$ cat src/rtl/riscv_pkg.sv
// Shared RISC-V opcode constants and immediate-format encodings,
// used by the IF/ID stage and by the immediate extender.
package riscv_pkg;

    localparam logic [6:0] OP_LOAD   = 7'b0000011;
    localparam logic [6:0] OP_IMM    = 7'b0010011;
    localparam logic [6:0] OP_JALR   = 7'b1100111;
    localparam logic [6:0] OP_STORE  = 7'b0100011;
    localparam logic [6:0] OP_BRANCH = 7'b1100011;
    localparam logic [6:0] OP_JAL    = 7'b1101111;
    localparam logic [6:0] OP_LUI    = 7'b0110111;
    localparam logic [6:0] OP_AUIPC  = 7'b0010111;
    localparam logic [6:0] OP_REG    = 7'b0110011;

    typedef enum logic [2:0] {
        IMM_I    = 3'd0,
        IMM_S    = 3'd1,
        IMM_B    = 3'd2,
        IMM_J    = 3'd3,
        IMM_U    = 3'd4,
        IMM_NONE = 3'd7
    } imm_sel_e;

    typedef struct packed {
        logic [31:0] instr;
        logic [31:0] pc;
        imm_sel_e    imm;
        logic        illegal;
    } entry_t;

endpackage

$ cat src/rtl/imm_sel_decode.sv
// Combinational opcode-to-immediate-format decode for the IF/ID input path.
module imm_sel_decode
    import riscv_pkg::*;
(
    input  logic [31:0] instr,
    output imm_sel_e    imm_ctrl,
    output logic        illegal
);

    always_comb begin
        imm_ctrl = IMM_NONE;
        illegal  = 1'b0;
        if (instr[1:0] != 2'b11) begin
            illegal = 1'b1;
        end else begin
            case (instr[6:0])
                OP_LOAD, OP_IMM, OP_JALR: imm_ctrl = IMM_I;
                OP_STORE:                 imm_ctrl = IMM_S;
                OP_BRANCH:                imm_ctrl = IMM_B;
                OP_JAL:                   imm_ctrl = IMM_J;
                OP_LUI, OP_AUIPC:         imm_ctrl = IMM_U;
                OP_REG:                   imm_ctrl = IMM_NONE;
                default:                  illegal  = 1'b1;
            endcase
        end
    end

endmodule

$ cat src/rtl/if_id_decode.sv
// IF/ID pipeline register with captured immediate-format decode.
// Define IF_ID_SKID_EN for a registered-ready main+skid buffer; default is a single entry.
module if_id_decode
    import riscv_pkg::*;
#(
    parameter logic [31:0] NOP_INSTR = 32'h0000_0013
) (
    input  logic        clk,
    input  logic        rst_n,
    input  logic        flush,
    input  logic        in_valid,
    output logic        in_ready,
    input  logic [31:0] in_instr,
    input  logic [31:0] in_pc,
    output logic        out_valid,
    input  logic        out_ready,
    output logic [31:0] out_instr,
    output logic [31:0] out_pc,
    output logic [2:0]  out_imm_ctrl,
    output logic        out_illegal
);

    imm_sel_e dec_imm;
    logic     dec_ill;
    entry_t   in_entry;

    imm_sel_decode u_dec (
        .instr    (in_instr),
        .imm_ctrl (dec_imm),
        .illegal  (dec_ill)
    );

    assign in_entry = '{instr: in_instr, pc: in_pc, imm: dec_imm, illegal: dec_ill};

    entry_t main_q, main_d;
    logic   main_v_q, main_v_d;
    logic   in_fire, out_fire;

    assign in_fire  = in_valid && in_ready;
    assign out_fire = out_valid && out_ready;

`ifdef IF_ID_SKID_EN
    entry_t skid_q, skid_d;
    logic   skid_v_q, skid_v_d;
    logic   ready_q;

    assign in_ready = ready_q;

    // ready_q mirrors !skid_v_q, so a skid refill never coincides with a capture
    always_comb begin
        main_d   = main_q;
        main_v_d = main_v_q;
        skid_d   = skid_q;
        skid_v_d = skid_v_q;
        if (out_fire) begin
            if (skid_v_q) begin
                main_d   = skid_q;
                skid_v_d = 1'b0;
            end else begin
                main_v_d = in_fire;
                if (in_fire) main_d = in_entry;
            end
        end else if (in_fire) begin
            if (main_v_q) begin
                skid_d   = in_entry;
                skid_v_d = 1'b1;
            end else begin
                main_d   = in_entry;
                main_v_d = 1'b1;
            end
        end
    end

    always_ff @(posedge clk) begin
        if (!rst_n || flush) begin
            main_v_q <= 1'b0;
            skid_v_q <= 1'b0;
            ready_q  <= 1'b1;
        end else begin
            main_v_q <= main_v_d;
            skid_v_q <= skid_v_d;
            ready_q  <= !skid_v_d;
        end
    end

    always_ff @(posedge clk) begin
        main_q <= main_d;
        skid_q <= skid_d;
    end
`else
    assign in_ready = !main_v_q || out_ready;

    always_comb begin
        main_d   = main_q;
        main_v_d = main_v_q;
        if (in_fire) begin
            main_d   = in_entry;
            main_v_d = 1'b1;
        end else if (out_fire) begin
            main_v_d = 1'b0;
        end
    end

    always_ff @(posedge clk) begin
        if (!rst_n || flush) main_v_q <= 1'b0;
        else                 main_v_q <= main_v_d;
    end

    always_ff @(posedge clk) begin
        main_q <= main_d;
    end
`endif

    // Payload flops are not reset; the empty-state values are muxed in here.
    assign out_valid    = main_v_q;
    assign out_instr    = main_v_q ? main_q.instr   : NOP_INSTR;
    assign out_pc       = main_v_q ? main_q.pc      : '0;
    assign out_imm_ctrl = main_v_q ? main_q.imm     : IMM_I;
    assign out_illegal  = main_v_q ? main_q.illegal : 1'b0;

endmodule

$ cat config.mk
export PLATFORM = sky130hd
export DESIGN_NAME = if_id_decode
export DESIGN_NICKNAME = d
export VERILOG_FILES = /design/src/rtl/riscv_pkg.sv /design/src/rtl/imm_sel_decode.sv /design/src/rtl/if_id_decode.sv
export SDC_FILE = /design/constraint.sdc
export NUM_CORES = 1
export LEC_CHECK = 0
export BUFFER_PORTS_ARGS = -buffer_cell sky130_fd_sc_hd__buf_4
export CORE_MARGIN = 4
export CORE_UTILIZATION = 40
export DETAILED_ROUTE_END_ITERATION = 10
export PLACE_DENSITY = 0.82
export RECOVER_POWER = 100
export SLEW_MARGIN = 15
export SYNTH_ARGS = -nofsm -noshare
export SYNTH_HDL_FRONTEND = slang
export SYNTH_SLANG_ARGS = --single-unit
$ cat constraint.sdc
create_clock -name clk -period 3.4 [get_ports clk]
set_clock_uncertainty 0.2 [all_clocks]
set_input_delay 0.68 -clock clk [delete_from_list [all_inputs] [get_ports clk]]
set_output_delay 0.68 -clock clk [all_outputs]
set_load 0.02 [all_outputs]
==> results of run 1 <==
-- through the flow --
stage          power (mW)  hold WS, ns  instances   util  worst slack, ns
4_1_cts              1.74        0.305        390  0.614            0.744
3_3_place_gp         1.21        0.658        375  0.591             1.15
5_1_grt              1.78        0.320        390  0.584            0.529
6_report             1.70        0.349        390  0.584            0.780
3_5_place_dp         1.21        0.659        375  0.591             1.11
2_1_floorplan        1.10        0.579        166      -            0.190
-- synthesized netlist by cell type, types with 2 or more instances --
master    instances  area share
nand2b_1          5       0.012
and2_1           66        0.16
edfxtp_1         68        0.77
inv_1             2      0.0028
buf_4             3      0.0085
nor2b_1           2      0.0047
nand2_1           3      0.0042
nor3_1            3      0.0056
clkbuf_1          4      0.0056
-- registers in the layout, indices dropped and copies added (netlist names) --
register and cells:
main_q 68, out_valid 1
-- cells by family (layout without fill, tap and decap cells) --
kind of cell           Yosys count  count (layout)
AND/OR/NAND/NOR                 81              81
AO/OA/AOI/OAI                    6               6
buffers and inverters            9             156
flip-flops                      69              69
multiplexers                     1               1
-- path summary, 6_finish.rpt --
kind           endpoint  slack [ns]  cells after the start
max reg2reg  main_q[32]        0.83                      3
min reg2reg   out_valid        0.78                      2
min          main_q[33]        0.35                      1
max           out_pc[5]        0.78                      2
-- routing by layer --
metal  GRT usage  up-vias  wire length, um
li1            -      865                -
met1       0.154      834             2210
met5           0        -                0
met2       0.242       74             3090
met4      0.0690        0               48
met3      0.0396        6              500
-- layout make-up --
type / instances / area, um2 / share of cell area
inverter: 2 / 7.51 / 0.00201
multi-input combinational: 88 / 549 / 0.147
clock buffer: 12 / 135 / 0.0362
sequential: 69 / 2060 / 0.553
timing repair buffer: 139 / 863 / 0.232
tap: 77 / 96.3 / 0.0258
clock inverter: 3 / 13.8 / 0.00369
-- power breakdown --
group	internal, mW	switching, mW
registers	0.992	0.0163
clock network	0.257	0.270
logic	0.0761	0.0856
==> metrics.md, run 1 <==
| Metric | Value |
|---|---|
| Delay-heaviest family, CP | flip-flops |
| Cells after Synth | 166 |
| # DRC | 0 |
| Slowest cell on the critical path | dfxtp_2 |
| Ys flop type | edfxtp_1 |
| CTS tree | built |
| Post-CTS setup buffers | 0 |
| Distinct cell type count after synthesis | 19 |
| CP Buf/Inv Count | 1 |
| Routability cong. | 0.765 |
| Fin. Hold Viols | 0 |
| Die area | between 8000 and 9000 um2 |
| FILL cells | a little under 600 |
| Seq/Total Area, Yosys | 0.776 |
| Main combinational cell family by area after synthesis | simple AND/OR/NAND/NOR gates |
| Max-Cap Viols | 0 |
| Core area | 6390 um2 |
| Clock Latency Late Sink | around 0.32 ns |
| Slew HR | 0.380 |
| TritonCTS Buffers | 9 |
| # rows | 29 |
| Crit path time final | 2.62 ns |
| Initial Utilization | 0.416 |
| WS Path Type | register to output pin |
| Clock slew at reported path FFs | 0.07 ns |
| Power Dens Cells | around 450 nW/um2 |
| Count of state elements after synthesis | 69 |
| Antenna Nets Post-Route | 0 |
| Chip width | between 80 and 90 um |
| Pins Over Slew Limit | 0 |
| Area post-placement | 3770 um2 |
| Post-synth ARST share | 0 |
| # IOs | roughly 140 |
| Most common cell after layout, fill and taps aside | edfxtp_1 |
| CP Launch Type | register |
| Commonest non-fill, non-tap cells in the layout | edfxtp_1 (68), clkbuf_4 (58), clkbuf_1 (51), and2_1 (36), buf_4 (33) |
| Fmax | 382 MHz |
| Vias in the first global route | roughly 1600 |
| Static leakage | 1.46 nW |
| Layout Nets | 378 |
| Crit path DAT | 1.74 ns |
| Initial antenna violation count | 0 |
| Hold Crit Class | primary input to register |
| Total track usage | 0.138 |
| Routed via count | between 1500 and 2000 |
| XOR/XNOR share of the synthesized area | 0 |
| Synth Area in Compound Gates | 0.0169 |
| Crit path launch | out_valid |
| Die Ht | between 80 and 90 um |
| HP Start | in_pc[29] |
| Final period utilization | 0.770 |
| Share of layout cells above drive strength 1 | 0.332 |
| Final instance area | ~3700 um2 |
| Synthesis warning total | 0 |
| Crit. End Element | output pin |
| CTS resizes | 0 |
| Peak VDD IR | 0.297 mV |
| Clk buf depth | 2 |
| Final setup viols | 0 |
| P&R area growth vs syn | 40.3% |
| Clk root buf | clkbuf_8 |
| Slew of the pin with the lowest slew margin | between 0.9 and 1 ns |
| Post-synth EDFFs | 68 |
| Avg Cell Area, Syn | between 15 and 20 um2 |
| Hold_buf cts | 0 |
| Largest net degree at the start of global routing | 71 |
| Via/cell ratio | 4.56 |
| First-pass GRT wire length | 8070 um |
| Starting DRT DRC Count | 51 |
| Crit path largest cell delay | 0.91 ns |
| Worst R2R Start | out_valid |
| RSZ-0062 raised after global routing | false |
| Synthesized-area fraction occupied by adder cells | 0 |
| Final setup TNS | 0 ns |
| Status | complete, no violations |
| First drt pass iteration count | 4 |
| IO buf count | approximately 140 |
| Final wirelength | a little under 6000 um |
| Mux cell area share after synthesis | 0.00377 |
| Synth Net Count | 235 |
| Simple-Gate Fraction of Synth Area | 0.186 |
| ANT cells | 0 |
| Cell Chain, Critical Path | and2_1 > clkbuf_1 |
| WL/cell | 15.0 um |
| Mapped cell area | 2660 um2 |
| Max Fanout on Critical Path | 70 |
| Remaining Overflow, GRT | 0 |
| Dpl hpwl | 4190 um |
| Clock sink count | 69 |
| H-tree Lvls | 3 |
| Worst Path Required | 2.52 ns |
(Power assumes the default switching activity.)
==> run 2, diff against run 1 <==
--- a/config.mk
+++ b/config.mk
@@ -5,11 +5,12 @@
 export SDC_FILE = /design/constraint.sdc
 export NUM_CORES = 1
 export LEC_CHECK = 0
+export ABC_AREA = 1
 export BUFFER_PORTS_ARGS = -buffer_cell sky130_fd_sc_hd__buf_4
 export CORE_MARGIN = 4
 export CORE_UTILIZATION = 40
 export DETAILED_ROUTE_END_ITERATION = 10
-export PLACE_DENSITY = 0.82
+export PLACE_DENSITY = 0.84
 export RECOVER_POWER = 100
 export SLEW_MARGIN = 15
 export SYNTH_ARGS = -nofsm -noshare
==> constraint.sdc (replaced) <==
create_clock -name clk -period 2.3 [get_ports clk]
set_clock_uncertainty 0.2 [all_clocks]
set_input_delay 0.46 -clock clk [delete_from_list [all_inputs] [get_ports clk]]
set_output_delay 0.46 -clock clk [all_outputs]
set_load 0.02 [all_outputs]
==> run 2 against run 1 <==
  * Critical path type unchanged
  * Die area increased by 5.1%
  * Sequential power increased by 48%
  * First-iteration DRC count increased by 63%
  * Largest cell class unchanged
  * Core utilization decreased by 0.74 points
==> metrics.md, run 2 <==
| Metric | Value |
|---|---|
| Clk buf depth | 2 (unchanged) |
| Die Ht | 91.8 um (+2.5%) |
| Worst Path Required | 1.64 ns (-0.88 ns) |
| # DRC | 0 (unchanged) |
| Ys flop type | edfxtp_1 |
| Yosys top cell area share | 0.727 (-0.0411) |
| Clk root buf | clkbuf_8 |
| Count of state elements after synthesis | 69 (unchanged) |
| CTS tree | built |
| CTS resizes | 0 (unchanged) |
| Starting DRT DRC Count | 83 (+63%) |
| Synth cell count leaders | nand2_1 (80), inv_1 (74), edfxtp_1 (68) |
| Remaining Overflow, GRT | 0 (unchanged) |
| Antenna Nets Post-Route | 0 (unchanged) |
| RSZ-0062 raised after global routing | false |
| Final period utilization | 0.937 |
| Clock slew at reported path FFs | 0.07 ns (about the same) |
| Routed via count | 2095 (+18%) |
| Most common cell after layout, fill and taps aside | nand2_1 |
| CP Launch Type | register |
| Distinct cell type count after synthesis | 16 (-3) |
| Final setup viols | 0 (unchanged) |
| Largest net degree at the start of global routing | 73 (+2.8%) |
| Pins Over Slew Limit | 0 (unchanged) |
| Max Fanout on Critical Path | 37 (-47%) |
| # rows | 30 (+3.4%) |
| Hold Crit Class | primary input to register |
| Fin cells | 499 (+28%) |
| Crit path launch | out_valid |
| # IOs | 139 (unchanged) |
| Static leakage | 2.07 nW (+42%) |
| FILL cells | 642 (+10%) |
| Vias in the first global route | 1998 (+23%) |
| Post-CTS setup buffers | 0 (unchanged) |
| Mapped cell area | 2810 um2 (+5.6%) |
| Placed cells | 483 (+29%) |
| Worst hold stages | 2 (+1) |
| Worst R2R Start | out_valid |
| Top cells by area, synth | edfxtp_1 (73%), nand2_1 (11%), inv_1 (9.9%) |
| HP Start | flush |
| Layout Nets | 468 (+24%) |
| TritonCTS Buffers | 9 (unchanged) |
| Routability cong. | 0.781 (+2.1%) |
| Die area | 8420 um2 (+5.1%) |
| Synthesis warning total | 0 (unchanged) |
| Slew of the pin with the lowest slew margin | 0.763 ns (-0.167 ns) |
| Crit path DAT | 1.50 ns (-0.24 ns) |
| Avg Cell Area, Syn | 11.0 um2 (-31%) |
| Fin. Hold Viols | 0 (unchanged) |
| Final wirelength | 6230 um (+6.6%) |
| Slew HR | 0.491 (+0.111) |
| WS Path Type | register to output pin |
| Initial antenna violation count | 0 (unchanged) |
| Peak VDD IR | 0.317 mV (+7.0%) |
| Most common cell in the netlist | nand2_1 |
| Seq/Total Area, Yosys | 0.734 (-0.0415) |
| Commonest non-fill, non-tap cells in the layout | nand2_1 (81), inv_1 (74), edfxtp_1 (68), clkbuf_4 (58), clkbuf_1 (44) |
| Post-synth EDFFs | 68 (unchanged) |
| Clock sink count | 69 (unchanged) |
| Biggest register | main_q |
| Power Dens Cells | 675 nW/um2 (+48%) |
| Crit. End Element | output pin |
| IO buf count | 138 (unchanged) |
| Crit path time final | 2.16 ns |
| Util after Layout | 0.576 (-0.00743) |
| Hold_buf cts | 0 (unchanged) |
| Max reg flops | 68 (unchanged) |
| Post-synth ARST share | 0 (unchanged) |
| ANT cells | 0 (unchanged) |
| Tot Pwr | 2.64 mW (+56%) |
| Share of layout cells above drive strength 1 | 0.295 (-0.0370) |
| Core area | 6790 um2 (+6.4%) |
| Total track usage | 0.142 (+0.00324) |
| Reg2reg path depth | 3 (unchanged) |
| Initial Utilization | 0.413 (-0.00288) |
| P&R area growth vs syn | 39.5% |
| Chip width | 91.8 um (+2.5%) |
| Synth Net Count | 324 (+38%) |
| First drt pass iteration count | 4 (unchanged) |
| Cell accounting for the most synthesized area | edfxtp_1 |
| Via/cell ratio | 4.20 (-8.0%) |
| H-tree Lvls | 3 (unchanged) |
| Worst hold slack | 0.0959 ns (-0.253 ns) |
| Cells after Synth | 255 (+54%) |
| Status | complete, no violations |
| Max-Cap Viols | 0 (unchanged) |
| First-pass GRT wire length | 9320 um (+16%) |
| Fmax | 464 MHz |
| Dpl hpwl | 4490 um (+7.1%) |
| Clock Latency Late Sink | 0.31 ns (about the same) |
| WL/cell | 12.5 um (-17%) |
-- run 2: path summary, 6_finish.rpt --
kind | endpoint | slack, ns
worst max-delay path | out_instr[22] | 0.14
worst min-delay path | out_valid | 0.1
worst max register to register | main_q[50] | 0.23
worst min register to register | out_valid | 0.77
-- run 2: layout make-up --
cell class                      instances  area, um2  share of cell area
Timing Repair Buffer                  141        836               0.213
Tap cell                               96        120              0.0307
Clock inverter                          5       52.6              0.0134
Inverter                               75        282              0.0719
Clock buffer                           10        128              0.0326
Sequential cell                        69       2070               0.527
Multi-Input combinational cell        103        433               0.111
-- run 2: report_power, final --
group / total [mW] / switching, mW / internal [mW]
logic: 0.252 / 0.146 / 0.106
registers: 1.49 / 0.0262 / 1.47
clock network: 0.901 / 0.411 / 0.490
-- run 2: worst max-delay path: stages (launching register included) --
cell and delay [ns]:
dfxtp_4 0.62, buf_12 0.26, nand2_1 0.07, inv_1 0.06, clkbuf_2 0.16
-- run 2: cells by family after synthesis --
logic type	synth area share
simple gates	0.141
buf+inv	0.115
flops	0.734
compound gates	0.0103
-- run 2: per-layer routing --
metal  up-vias  global-route usage  part of all wire
met1       947               0.166              0.42
met5         -                   0                 0
li1       1053                   -                 -
met4         0              0.0718             0.010
met3         4              0.0263             0.066
met2        91               0.248              0.51
-- run 2: through the flow --
| step | instance area [um2] | worst slack, ns | TNS (ns) |
|---|---|---|---|
| after global placement | 3950 | 0.501 | 0 |
| final | 3920 | 0.144 | 0 |
| after CTS | 4130 | 0.100 | 0 |
| after detailed placement | 3950 | 0.459 | 0 |
| after floorplan | 2840 | -0.124 | -8.41 |
| after global routing | 3920 | 0.0323 | 0 |
==> run 3, diff against run 2 <==
--- a/config.mk
+++ b/config.mk
@@ -5,12 +5,11 @@
 export SDC_FILE = /design/constraint.sdc
 export NUM_CORES = 1
 export LEC_CHECK = 0
-export ABC_AREA = 1
 export BUFFER_PORTS_ARGS = -buffer_cell sky130_fd_sc_hd__buf_4
 export CORE_MARGIN = 4
 export CORE_UTILIZATION = 40
 export DETAILED_ROUTE_END_ITERATION = 10
-export PLACE_DENSITY = 0.84
+export PLACE_DENSITY = 0.75
 export RECOVER_POWER = 100
 export SLEW_MARGIN = 15
 export SYNTH_ARGS = -nofsm -noshare
==> run 3 against run 2 <==
  * Global-route usage increased by 0.42 points
  * Power up 2.3%
  * Die area shrank 4.9%
  * Largest cell class unchanged
  * Critical endpoint is now out_pc[16]
  * Routed wire length decreased by 3.8%
  * Register-to-register slack better by 0.02 ns
  * Sequential power barely moved
  * Non-clock buffer count did not move
  * Design area fell by 2.2%
  * Highest routed layer unchanged
  * Critical path type unchanged
  * Via count decreased by 14%
==> metrics.md, run 3 (synthesis gave the netlist of run 1 again) <==
| Metric | Value |
|---|---|
| Status | complete, no violations |
| Peak VDD IR | 0.590 mV (+86%) |
| CTS tree | built |
| Hold_buf cts | 0 (unchanged) |
| Remaining Overflow, GRT | 0 (unchanged) |
| Fmax | 469 MHz (+1.2%) |
| Final wirelength | 5990 um (-3.8%) |
| Placed cells | 377 (-22%) |
| Slew of the pin with the lowest slew margin | 0.888 ns (+0.125 ns) |
| WS Path Type | register to output pin |
| Fin. Hold Viols | 0 (unchanged) |
| Delay-heaviest family, CP | flip-flops |
| Worst Path Required | 1.64 ns (about the same) |
| Die Ht | 89.5 um (-2.5%) |
| P&R area growth vs syn | 44.2% |
| Initial Utilization | 0.416 (+0.00288) |
| Crit path time final | 2.13 ns (-0.0258 ns) |
| Final period utilization | 0.926 (-0.0112) |
| Dpl hpwl | 4430 um (-1.4%) |
| IO buf count | 138 (unchanged) |
| Crit. End Element | output pin |
| ANT cells | 0 (unchanged) |
| Initial antenna violation count | 0 (unchanged) |
| Crit path largest cell delay | 0.55 ns (-0.07 ns) |
| Cell Chain, Critical Path | buf_12 > and2_1 > clkbuf_1 |
| Clock Latency Late Sink | 0.32 ns (about the same) |
| CP Buf/Inv Count | 2 (-1) |
| Most common cell after layout, fill and taps aside | edfxtp_1 |
| Slowest cell on the critical path | dfxtp_2 |
| Power Dens Cells | 706 nW/um2 (+4.6%) |
| # DRC | 0 (unchanged) |
| Clk buf depth | 2 (unchanged) |
| RSZ-0062 raised after global routing | false |
| Clock slew at reported path FFs | 0.07 ns (about the same) |
| # IOs | 139 (unchanged) |
| First-pass GRT wire length | 8500 um (-8.8%) |
| H-tree Lvls | 3 (unchanged) |
| Chip width | 89.5 um (-2.5%) |
| Biggest register | main_q |
| Slew HR | 0.408 (-0.0836) |
| Max reg flops | 68 (unchanged) |
| # rows | 29 (-3.3%) |
| Antenna Nets Post-Route | 0 (unchanged) |
| Commonest non-fill, non-tap cells in the layout | edfxtp_1 (68), clkbuf_4 (60), clkbuf_1 (40), and2_1 (38), buf_4 (37) |
| Max Fanout on Critical Path | 36 (-2.7%) |
| Layout Nets | 380 (-19%) |
| Clock sink count | 69 (unchanged) |
| Final setup TNS | 0 ns (unchanged) |
| TritonCTS Buffers | 9 (unchanged) |
| Vias in the first global route | 1703 (-15%) |
| Via/cell ratio | 4.56 (+8.7%) |
| Pins Over Slew Limit | 0 (unchanged) |
| Final setup viols | 0 (unchanged) |
| Starting DRT DRC Count | 42 (-49%) |
| Max-Cap Viols | 0 (unchanged) |
| Routed via count | 1793 (-14%) |
| Core area | 6390 um2 (-6.0%) |
| Crit path DAT | 1.47 ns (-0.03 ns) |
| First drt pass iteration count | 4 (unchanged) |
| CTS resizes | 0 (unchanged) |
| Share of layout cells above drive strength 1 | 0.377 (+0.0813) |
| Clk root buf | clkbuf_8 |
| Post-CTS setup buffers | 0 (unchanged) |
| CP Launch Type | register |
| Hold Crit Class | primary input to register |
| Routability cong. | 0.769 (-1.6%) |
| Fin cells | 393 (-21%) |
| Static leakage | 1.54 nW (-26%) |
| Largest net degree at the start of global routing | 69 (-5.5%) |
| WL/cell | 15.2 um (+22%) |
| Die area | 8010 um2 (-4.9%) |
| Total track usage | 0.146 (+0.00423) |
run 3: cell count changes in the layout (fill, tap and decap cells not counted), moves of 21 or more:
cell      before  now
nand2_1       81    3
inv_1         74    2
and2_1         0   38
and2_0         0   27
buf_4         10   37
clkbuf_2      28    7
run 3: where the power goes:
part	total (mW)	leakage, nW	switching (mW)	internal (mW)
Clock	0.970	0.0979	0.406	0.563
Combinational	0.253	0.774	0.133	0.120
Sequential	1.48	0.663	0.0178	1.47
run 3: per-layer routing:
layer	vias up	part of all wire	track usage
li1	869	-	-
met1	840	0.35	0.154
met2	76	0.56	0.263
met3	8	0.081	0.0571
met4	0	0.016	0.0514
met5	-	0	0
run 3: path summary, 6_finish.rpt:
kind | from | endpoint | slack (ns) | cells after the start
max reg2reg | out_valid | main_q[67] | 0.25 | 3
max | out_valid | out_pc[16] | 0.17 | 3
min reg2reg | out_valid | out_valid | 0.49 | 2
min | in_pc[20] | main_q[24] | 0.13 | 1
run 3: cell type report:
class                           count  area [um2]
Fill cell                         550        2550
Sequential cell                    69        2060
Timing Repair Buffer              141         918
Multi-Input combinational cell     88         549
Clock buffer                       15         166
Tap cell                           77        96.3
Clock inverter                      1        30.0
Inverter                            2        7.51
run 3: metrics by stage:
step                       util  hold slack (ns)  instance area [um2]  power [mW]  worst slack [ns]
after global routing      0.600           0.0951                 3830        2.84            0.0456
final                     0.600            0.128                 3830        2.71             0.170
after floorplan               -            0.359                 2660        1.62            0.0445
after CTS                 0.626           0.0899                 4000        2.77             0.199
after detailed placement  0.595            0.439                 3800        1.80             0.566
after global placement    0.595            0.438                 3800        1.79             0.588
